File: src/rtl/dds_write_scheduler.sv
// DDS write scheduler: arbitrates frequency/phase/amplitude FIFO heads
// round-robin, issues one command at a time to the DDS serial engine, and pops
// the FIFO head only after the engine reports completion (or after a timeout).
//
// Handshake: a FIFO head is offered while its dv_in is high and is consumed by
// a one-cycle rd_out pulse, issued only in ACK. The engine receives a
// one-cycle cmd_dv_out strobe with cmd_type_out/cmd_data_out held stable
// until the scheduler returns to IDLE. It answers with a one-cycle
// cmd_done_in, which is looked at only while waiting.
module dds_write_scheduler #(
  parameter int W_FREQ  = 48,
  parameter int W_PHASE = 14,
  parameter int W_AMP   = 10,
  parameter int TIMEOUT = 4096
) (
  input  logic              clk_in,
  input  logic              rst_in,
  input  logic              freq_dv_in,
  input  logic [W_FREQ-1:0] freq_data_in,
  input  logic              phase_dv_in,
  input  logic [W_PHASE-1:0] phase_data_in,
  input  logic              amp_dv_in,
  input  logic [W_AMP-1:0]  amp_data_in,
  output logic              freq_rd_out,
  output logic              phase_rd_out,
  output logic              amp_rd_out,
  output logic              cmd_dv_out,
  output logic [1:0]        cmd_type_out,
  output logic [W_FREQ-1:0] cmd_data_out,
  input  logic              cmd_done_in,
  output logic              busy_out,
  output logic              timeout_out,
  output logic [1:0]        state_dbg_out
);

  typedef enum logic [1:0] {
    S_IDLE  = 2'd0,
    S_ISSUE = 2'd1,
    S_WAIT  = 2'd2,
    S_ACK   = 2'd3
  } state_t;

  localparam logic [1:0]  SRC_FREQ  = 2'd0;
  localparam logic [1:0]  SRC_PHASE = 2'd1;
  localparam logic [1:0]  SRC_AMP   = 2'd2;
  localparam logic [15:0] WAIT_LAST = 16'(TIMEOUT - 1);

  state_t              state_q, state_d;
  logic [1:0]          ptr_q, ptr_d;
  logic [15:0]         cnt_q, cnt_d;
  logic [1:0]          type_q, type_d;
  logic [W_FREQ-1:0]   data_q, data_d;
  logic                cmd_dv_q, cmd_dv_d;
  logic [2:0]          rd_q, rd_d;
  logic                busy_q, busy_d;
  logic                to_q, to_d;

  logic [3:0]          req;
  logic [1:0]          cand1, cand2, cand3;
  logic                grant_found;
  logic [1:0]          grant_src;

  function automatic logic [1:0] next_src(input logic [1:0] s);
    return (s == SRC_AMP) ? SRC_FREQ : s + 2'd1;
  endfunction

  // Round-robin pick: search starts at the source after the last grant.
  always_comb begin
    req         = {1'b0, amp_dv_in, phase_dv_in, freq_dv_in};
    cand1       = next_src(ptr_q);
    cand2       = next_src(cand1);
    cand3       = next_src(cand2);
    grant_found = 1'b0;
    grant_src   = SRC_FREQ;
    if (req[cand1]) begin
      grant_found = 1'b1;
      grant_src   = cand1;
    end else if (req[cand2]) begin
      grant_found = 1'b1;
      grant_src   = cand2;
    end else if (req[cand3]) begin
      grant_found = 1'b1;
      grant_src   = cand3;
    end
  end

  // Next-state and next-output logic; every output is the image of a register.
  always_comb begin
    state_d  = state_q;
    ptr_d    = ptr_q;
    cnt_d    = cnt_q;
    type_d   = type_q;
    data_d   = data_q;
    cmd_dv_d = 1'b0;
    rd_d     = 3'b000;
    to_d     = to_q;
    case (state_q)
      S_IDLE: begin
        if (grant_found) begin
          state_d = S_ISSUE;
          ptr_d   = grant_src;
          type_d  = grant_src;
          data_d  = '0;
          case (grant_src)
            SRC_PHASE: data_d[W_PHASE-1:0] = phase_data_in;
            SRC_AMP:   data_d[W_AMP-1:0]   = amp_data_in;
            default:   data_d              = freq_data_in;
          endcase
        end
      end
      S_ISSUE: begin
        state_d  = S_WAIT;
        cmd_dv_d = 1'b1;
        cnt_d    = '0;
      end
      S_WAIT: begin
        if (cmd_done_in) begin
          state_d = S_ACK;
          rd_d    = 3'b001 << type_q;
        end else if (cnt_q == WAIT_LAST) begin
          // Engine never answered: drop the word so the queue keeps moving.
          state_d = S_ACK;
          rd_d    = 3'b001 << type_q;
          to_d    = 1'b1;
        end else begin
          cnt_d = cnt_q + 16'd1;
        end
      end
      S_ACK: begin
        // One idle turnaround lets the popped FIFO refresh its valid.
        state_d = S_IDLE;
      end
      default: state_d = S_IDLE;
    endcase
    busy_d = (state_d != S_IDLE);
  end

  // State and output registers with synchronous active-low reset.
  always_ff @(posedge clk_in) begin
    if (!rst_in) begin
      state_q  <= S_IDLE;
      ptr_q    <= SRC_AMP;
      cnt_q    <= '0;
      type_q   <= '0;
      data_q   <= '0;
      cmd_dv_q <= 1'b0;
      rd_q     <= 3'b000;
      busy_q   <= 1'b0;
      to_q     <= 1'b0;
    end else begin
      state_q  <= state_d;
      ptr_q    <= ptr_d;
      cnt_q    <= cnt_d;
      type_q   <= type_d;
      data_q   <= data_d;
      cmd_dv_q <= cmd_dv_d;
      rd_q     <= rd_d;
      busy_q   <= busy_d;
      to_q     <= to_d;
    end
  end

  assign freq_rd_out   = rd_q[0];
  assign phase_rd_out  = rd_q[1];
  assign amp_rd_out    = rd_q[2];
  assign cmd_dv_out    = cmd_dv_q;
  assign cmd_type_out  = type_q;
  assign cmd_data_out  = data_q;
  assign busy_out      = busy_q;
  assign timeout_out   = to_q;
  assign state_dbg_out = state_q;

endmodule

File: config.mk
export PLATFORM = sky130hd
export DESIGN_NAME = dds_write_scheduler
export DESIGN_NICKNAME = d
export VERILOG_FILES = /design/src/rtl/dds_write_scheduler.sv
export SDC_FILE = /design/constraint.sdc
export NUM_CORES = 1
export LEC_CHECK = 0
export CAP_MARGIN = 20
export CORE_MARGIN = 3
export CORE_UTILIZATION = 43
export DETAILED_ROUTE_END_ITERATION = 8
export HOLD_SLACK_MARGIN = 0.15
export PLACE_DENSITY = 0.88
export RECOVER_POWER = 100
export SETUP_SLACK_MARGIN = 0.3
export SYNTH_ARGS = -nofsm -noshare
export SYNTH_HDL_FRONTEND = slang
export SYNTH_SLANG_ARGS = --single-unit
File: constraint.sdc
create_clock -name clk_in -period 2.3 [get_ports clk_in]
set_input_delay 0.46 -clock clk_in [delete_from_list [all_inputs] [get_ports clk_in]]
set_output_delay 0.46 -clock clk_in [all_outputs]
set_load 0.02 [all_outputs]
# == Yosys cells after proc, flatten, opt, wreduce, memory -nomap -nowiden ==
# Cells that the tools add are included.
# word_totals
register_bits,76
latchBits,0
mem_bits_rw,0
rom_bits,0
output_inout_bits,58
elab_cells,65
n_memories,0
# op_classes
add_sub_neg,4
multipliers,0
div,0
magnitude_cmp,3
n_eq_ne,11
shifts,1
mux,28
bitwise,1
reduce_logical,8
# ops
cell,count
$mux W34,1
$mux W16,2
$pmux W16 S2,1
$pmux W10 S2,1
$mux W2,9
$add A16 B1 Y16 const B,1
$eq A16 B12 Y1 const B,1
$eq A2 B2 Y1 const B,6
$lt A2 B3 Y1 const B,3
$pmux W2 S4,1
$pmux W4 S2,1
$mux W1,7
$add A2 B1 Y2 const B,3
$bmux W1 S2,3
$mux W3,2
$reduce_and A3 Y1,2
$eq A2 B1 Y1 const B,2
$ne A2 B2 Y1 const B,2
$reduce_and A2 Y1,2
$reduce_bool A2 Y1,2
$shl A1 B2 Y3 const A,1
$logic_not A2 Y1,1
$reduce_or A2 Y1,1
$not A1 Y1,1

# == Logic depth before layout (Yosys ltp) ==
# logic_depth
ltp_word,14
depth_mapped,11
mapped_depth_nobuf,9

# == Worst setup path before layout ==
# No wires, ideal clock.
# synth_path
path_kind,input-to-reg
start,in phase_dv_in
end,reg data_q[39] (netlist: cmd_data_out[39])
t_arrival_ns,1.987
required_ns,2.230
setup_slack_ns,0.242
path_stages,9
cell_sequence,a21oi_1 o21ai_0 inv_1 ha_1 clkbuf_1 clkbuf_1 buf_1 nand3_1 a21oi_1
# synth_between
elab_chain_cells,8
# synth_rtl
element,line_no,source
start: declaration,20,"input logic phase_dv_in,"
$bmux W1 S2,81,end else if (req[cand3]) begin
$mux W1 (implied by the code),81,
$mux W2,81,
$mux W2,78,end else if (req[cand2]) begin
$mux W2 (*),75,if (req[cand1]) begin
named net grant_src[1],61,logic [1:0] grant_src;
$eq A2 B2 Y1 / $eq A2 B1 Y1 (equally long branches),104,case (grant_src)
$reduce_or A2 Y1 (no line) (*),--,
$mux W34 (*),104,
end signal: assignment,155,data_q <= data_d;
end: declaration,52,"logic [W_FREQ-1:0] data_q, data_d;"
# Mark *: on every way through the listed nets, which the timed path passes. The rest lies on a longest branch. The select of a mux whose other input is x is not followed.
# A chain may end at the register's enable or synchronous reset.

# == Worst setup path after layout ==
# layout_path
start,reg type_q[1] (netlist: cmd_type_out[1])
end,out cmd_type_out[1]
# layout_lines
element,line_no,source
start: declaration,51,"logic [1:0] type_q, type_d;"
start signal: assignment,154,type_q <= type_d;
end: declaration,28,"output logic [1:0] cmd_type_out,"
# No word-level cell between the ends.

==> results.txt <==
The overall die area came out at 8683 µm². The most critical setup path has its startpoint at cmd_type_out[1]. The share of the clock period used by the worst path is 0.8494. The flow ran to the end, and the final reports show no timing, DRC or antenna violations.

In this run, placement finished with an instance count of 624. Final instance count without filler cells: 641. The hold violation count in the final report is 0, and the antenna cell count is 0. The xor/xnor cell area share of the yosys netlist was 0.002680; the adder and majority cell fraction of the synthesized area was 0.02680. TritonCTS built the clock tree.

The combined buffer and inverter count along the critical path is 1, and the overflow left after global routing is 0. The number of nets in the layout was 622. The tools report the element type at the critical path end as a primary output.

The worst register-to-register path ends at cmd_data_out[12]. The cell type with the largest total area after synthesis was dfxtp_1. For this run, design rule violations remaining after detail routing come to 0. The power density normalized to cell area is 983.1 nW/µm². The signal on the critical path passes through dlygate4sd3_1. Summing every instance area after synthesis gives 3268 µm².

The logs give 370 ps for the minimum setup slack among reg-to-reg paths and 3 for the count of H-tree levels built during CTS. The prevailing post-synth register cell was dfxtp_1. The critical path's largest stage delay came out at 710 ps. STA classifies the critical path startpoint as a register.

The tools report the relative slew slack as 0.4870. Synthesis produced a netlist with a net count of 488. In this run the tool buffered the top-level ports with 135 buffer cells. The largest family of logic cells by synthesized area was simple AND/OR/NAND/NOR gates. Timing analysis after detailed placement gives a worst setup slack of -278.8 ps. For the number of DRC violations after detailed-routing iteration 0, the log shows 153. At the worst endpoint, the required time is 1840 ps. The logs give 15850 µm for the first-pass GRT wire length and 9967 µm for the total length of routed wires. After routing, the total negative slack on setup checks comes to 0 ps.

Total number of vias: 3498. The run gives 0.4594 as the sequential cell area fraction in the yosys report. The overall power consumption came out at 4.923 mW. The share of the core filled with cells is 0.6831, and the count of state elements after synthesis is 75. The run gives 9 as the total CTS buffers. Proportion of synthesized flip-flops having asynchronous set or reset: 0. The startpoint of the worst register-to-register path is ptr_q[0]. The simple-gate portion of the synthesized area works out to 0.2588. The layout cell share with drive strength beyond 1 was 0.08118; the pin count of the biggest net entering global routing was 51. In this run the most critical hold path is launched from cmd_data_out[44]. The path class of the tightest hold or removal check is register to register. Broken down by cell family, the worst path's largest delay share belongs to buffers and inverters.

Data on the critical path arrives at its endpoint at 1490 ps. Counting flops with a built-in enable in the synthesized netlist gives 0. The peak fanout along the critical path was 5; the width of the chip was 93.18 µm. Setup violations remaining at the end of the flow were counted as 0.

The tools report the endpoint with the worst hold slack as cmd_data_out[44]. The sequential cells in the finished layout cover a total of 1501 µm². Mux cell area share after synthesis: 0.003063. The worst hold path was traced through 2 stages. Counting along the longest clock path gives a buffer depth of 2.

Setup repair after global routing left no endpoint under its margin. The number of global-route vias before repair is 3426, and the residual antenna-violating net count after detailed routing is 0. The worst-case vdd ir drop is 686.2 µV. Yosys mapped the design onto 45 distinct sky130hd cell types.

The global routing usage summed across all routing layers was 0.2274; the mean post-synth cell area was 8.110 µm². For the maximum clock frequency, the log shows 511.9 MHz. The run gives 0 as the count of pins over their slew limit. Once routing completed, OpenROAD measured the worst setup slack at 346.3 ps. The pre-antenna-repair detailed-routing pass consisted of 5 iterations. After detailed routing, the average wire length per cell comes to 15.55 µm. Yosys printed 0 warnings.

The initial antenna violation count is 0, and the clock edge transition at the registers on the reported setup and hold paths is 70 ps. The region available for standard cell placement spans 7331 µm². Between clock sinks in the finished design, the worst skew comes to 14.29 ps.

Critical path class: register to primary output. Relative to the synthesized area, the layout overhead comes to 53.22%. For the worst flop-to-flop path, the logic depth is 8. Max-cap violations in this run came to 0. The hold buffer count at cts is 0, and the clock period minus final worst setup slack is 1954 ps. The filler cells instantiated in the layout total 553. The total half-perimeter wirelength after legalization and detailed placement was 7029 µm; the post-synthesis instance total was 403. The run gives 0.8507 as the weighted congestion at the end of routability-driven global placement. 136 I/O pins were placed. Ranked by total cell area, the synthesized netlist is headed by dfxtp_1, a21oi_1, nand2_1. After detailed routing, the number of vias per cell comes to 5.457. The cell sitting at the root of the clock tree is a clkbuf_8. The multi-input combinational cells in the finished layout cover a total of 1654 µm².

Y dimension of the die: 93.18 µm. The effective utilization at floorplan was 0.4458; the transition time of the tightest slew-check pin was 769.4 ps. On the critical path, the stage with the largest delay is an instance of dlygate4sd3_1. The count of standard-cell rows was 31. Clock latency on the worst-skew pair: 340 ps. The tree built by TritonCTS fans out to 75 sinks. In this run the static leakage power is 1.963 nW.

The area share of the largest cell type after synthesis is 0.4594, and the post-synthesis compound-gate area fraction is 0.2025.
==> synth_stat cells, types with 2 or more instances <==
library cell	number
o211ai_1	4
or4_1	6
dfxtp_1	75
o21ai_0	21
clkbuf_1	20
nand3_1	41
buf_1	4
o31ai_1	8
or3_1	3
nor3_1	9
nand4_1	3
buf_2	2
and2_1	5
nand2_1	77
a21oi_1	61
and4_1	2
a22oi_1	10
inv_1	8
a221oi_1	3
ha_1	7
nor2_1	10
==> metal layers <==
layer,vias to the layer above,wire (µm),part of all wire,global-route usage
met3,11,914,0.092,0.09332
li1,1703,-,-,-
met5,-,0,0,0
met1,1655,3858,0.39,0.2634
met2,129,5050,0.51,0.3839
met4,0,144,0.014,0.06838
==> worst max path at each step <==
| stage | slack [ps] | cells past startpoint | to |
|---|---|---|---|
| after floorplan | 330 | 9 | cmd_data_out[42] |
| after global placement | -190 | 9 | cmd_data_out[11] |
| after detailed placement | -280 | 9 | cmd_data_out[12] |
| after CTS | 310 | 9 | cmd_data_out[10] |
| after global routing | 140 | 4 | cmd_data_out[11] |
| final | 350 | 1 | cmd_type_out[1] |
==> final cells by class <==
class,instances,share of cell area
Timing Repair Buffer,151,0.3043
Sequential cell,75,0.2999
Clock inverter,6,0.008496
Multi-Input combinational cell,291,0.3303
Tap cell,99,0.02474
Inverter,9,0.006747
Clock buffer,10,0.02549
==> registers in the layout, summed over array words and instances (netlist names) <==
signal and cells:
state_dbg_out 2, rd_q 3, cmd_type_out 1, busy_out 1, cmd_data_out 48, timeout_out 1, ptr_q 2, cnt_q 16
cmd_dv_out 1
==> per-stage QoR <==
step,hold slack [ps],area (µm²)
3_5_place_dp,442.1,4792
3_3_place_gp,436.8,4792
4_1_cts,453.1,4971
6_report,447.6,5007
2_1_floorplan,431.2,3269
5_1_grt,468.8,5007
==> cells in the final DEF (no fill, tap or decap), types with 4 or more instances in the layout <==
master and n:
a21oi_1 60, a22oi_1 10, and2_1 4, buf_4 8, clkbuf_8 9, clkdlybuf4s50_1 73
dfxtp_1 75, dlygate4sd3_1 59, ha_1 5, inv_1 8, nand2_1 77, nand3_1 41
nor2_1 10, nor3_1 9, o211ai_1 4, o21ai_0 19, o31ai_1 7, or4_1 6
==> where the power goes <==
part           internal, mW  switching (mW)
Sequential             1.58           0.156
Clock                 0.392           0.505
Combinational         0.964            1.32
==> repair_timing <==
action | CTS | global route
gates resized for setup | 5 | 10
buffers inserted | 0 | 0
gates cloned | 0 | 1
setup endpoints to repair | 48 | 39
pin swaps | 1 | 3
==> kinds of logic (layout without fill, tap and decap cells) <==
group | Yosys count | after routing
buffers and inverters | 37 | 176
AOI/OAI and AO/OA | 112 | 112
xor gates and xnor gates | 1 | 1
DFF | 75 | 75
muxes | 1 | 1
and+or+nand+nor | 170 | 170
adders and majority gates | 7 | 7
(Power assumes the default switching activity.)
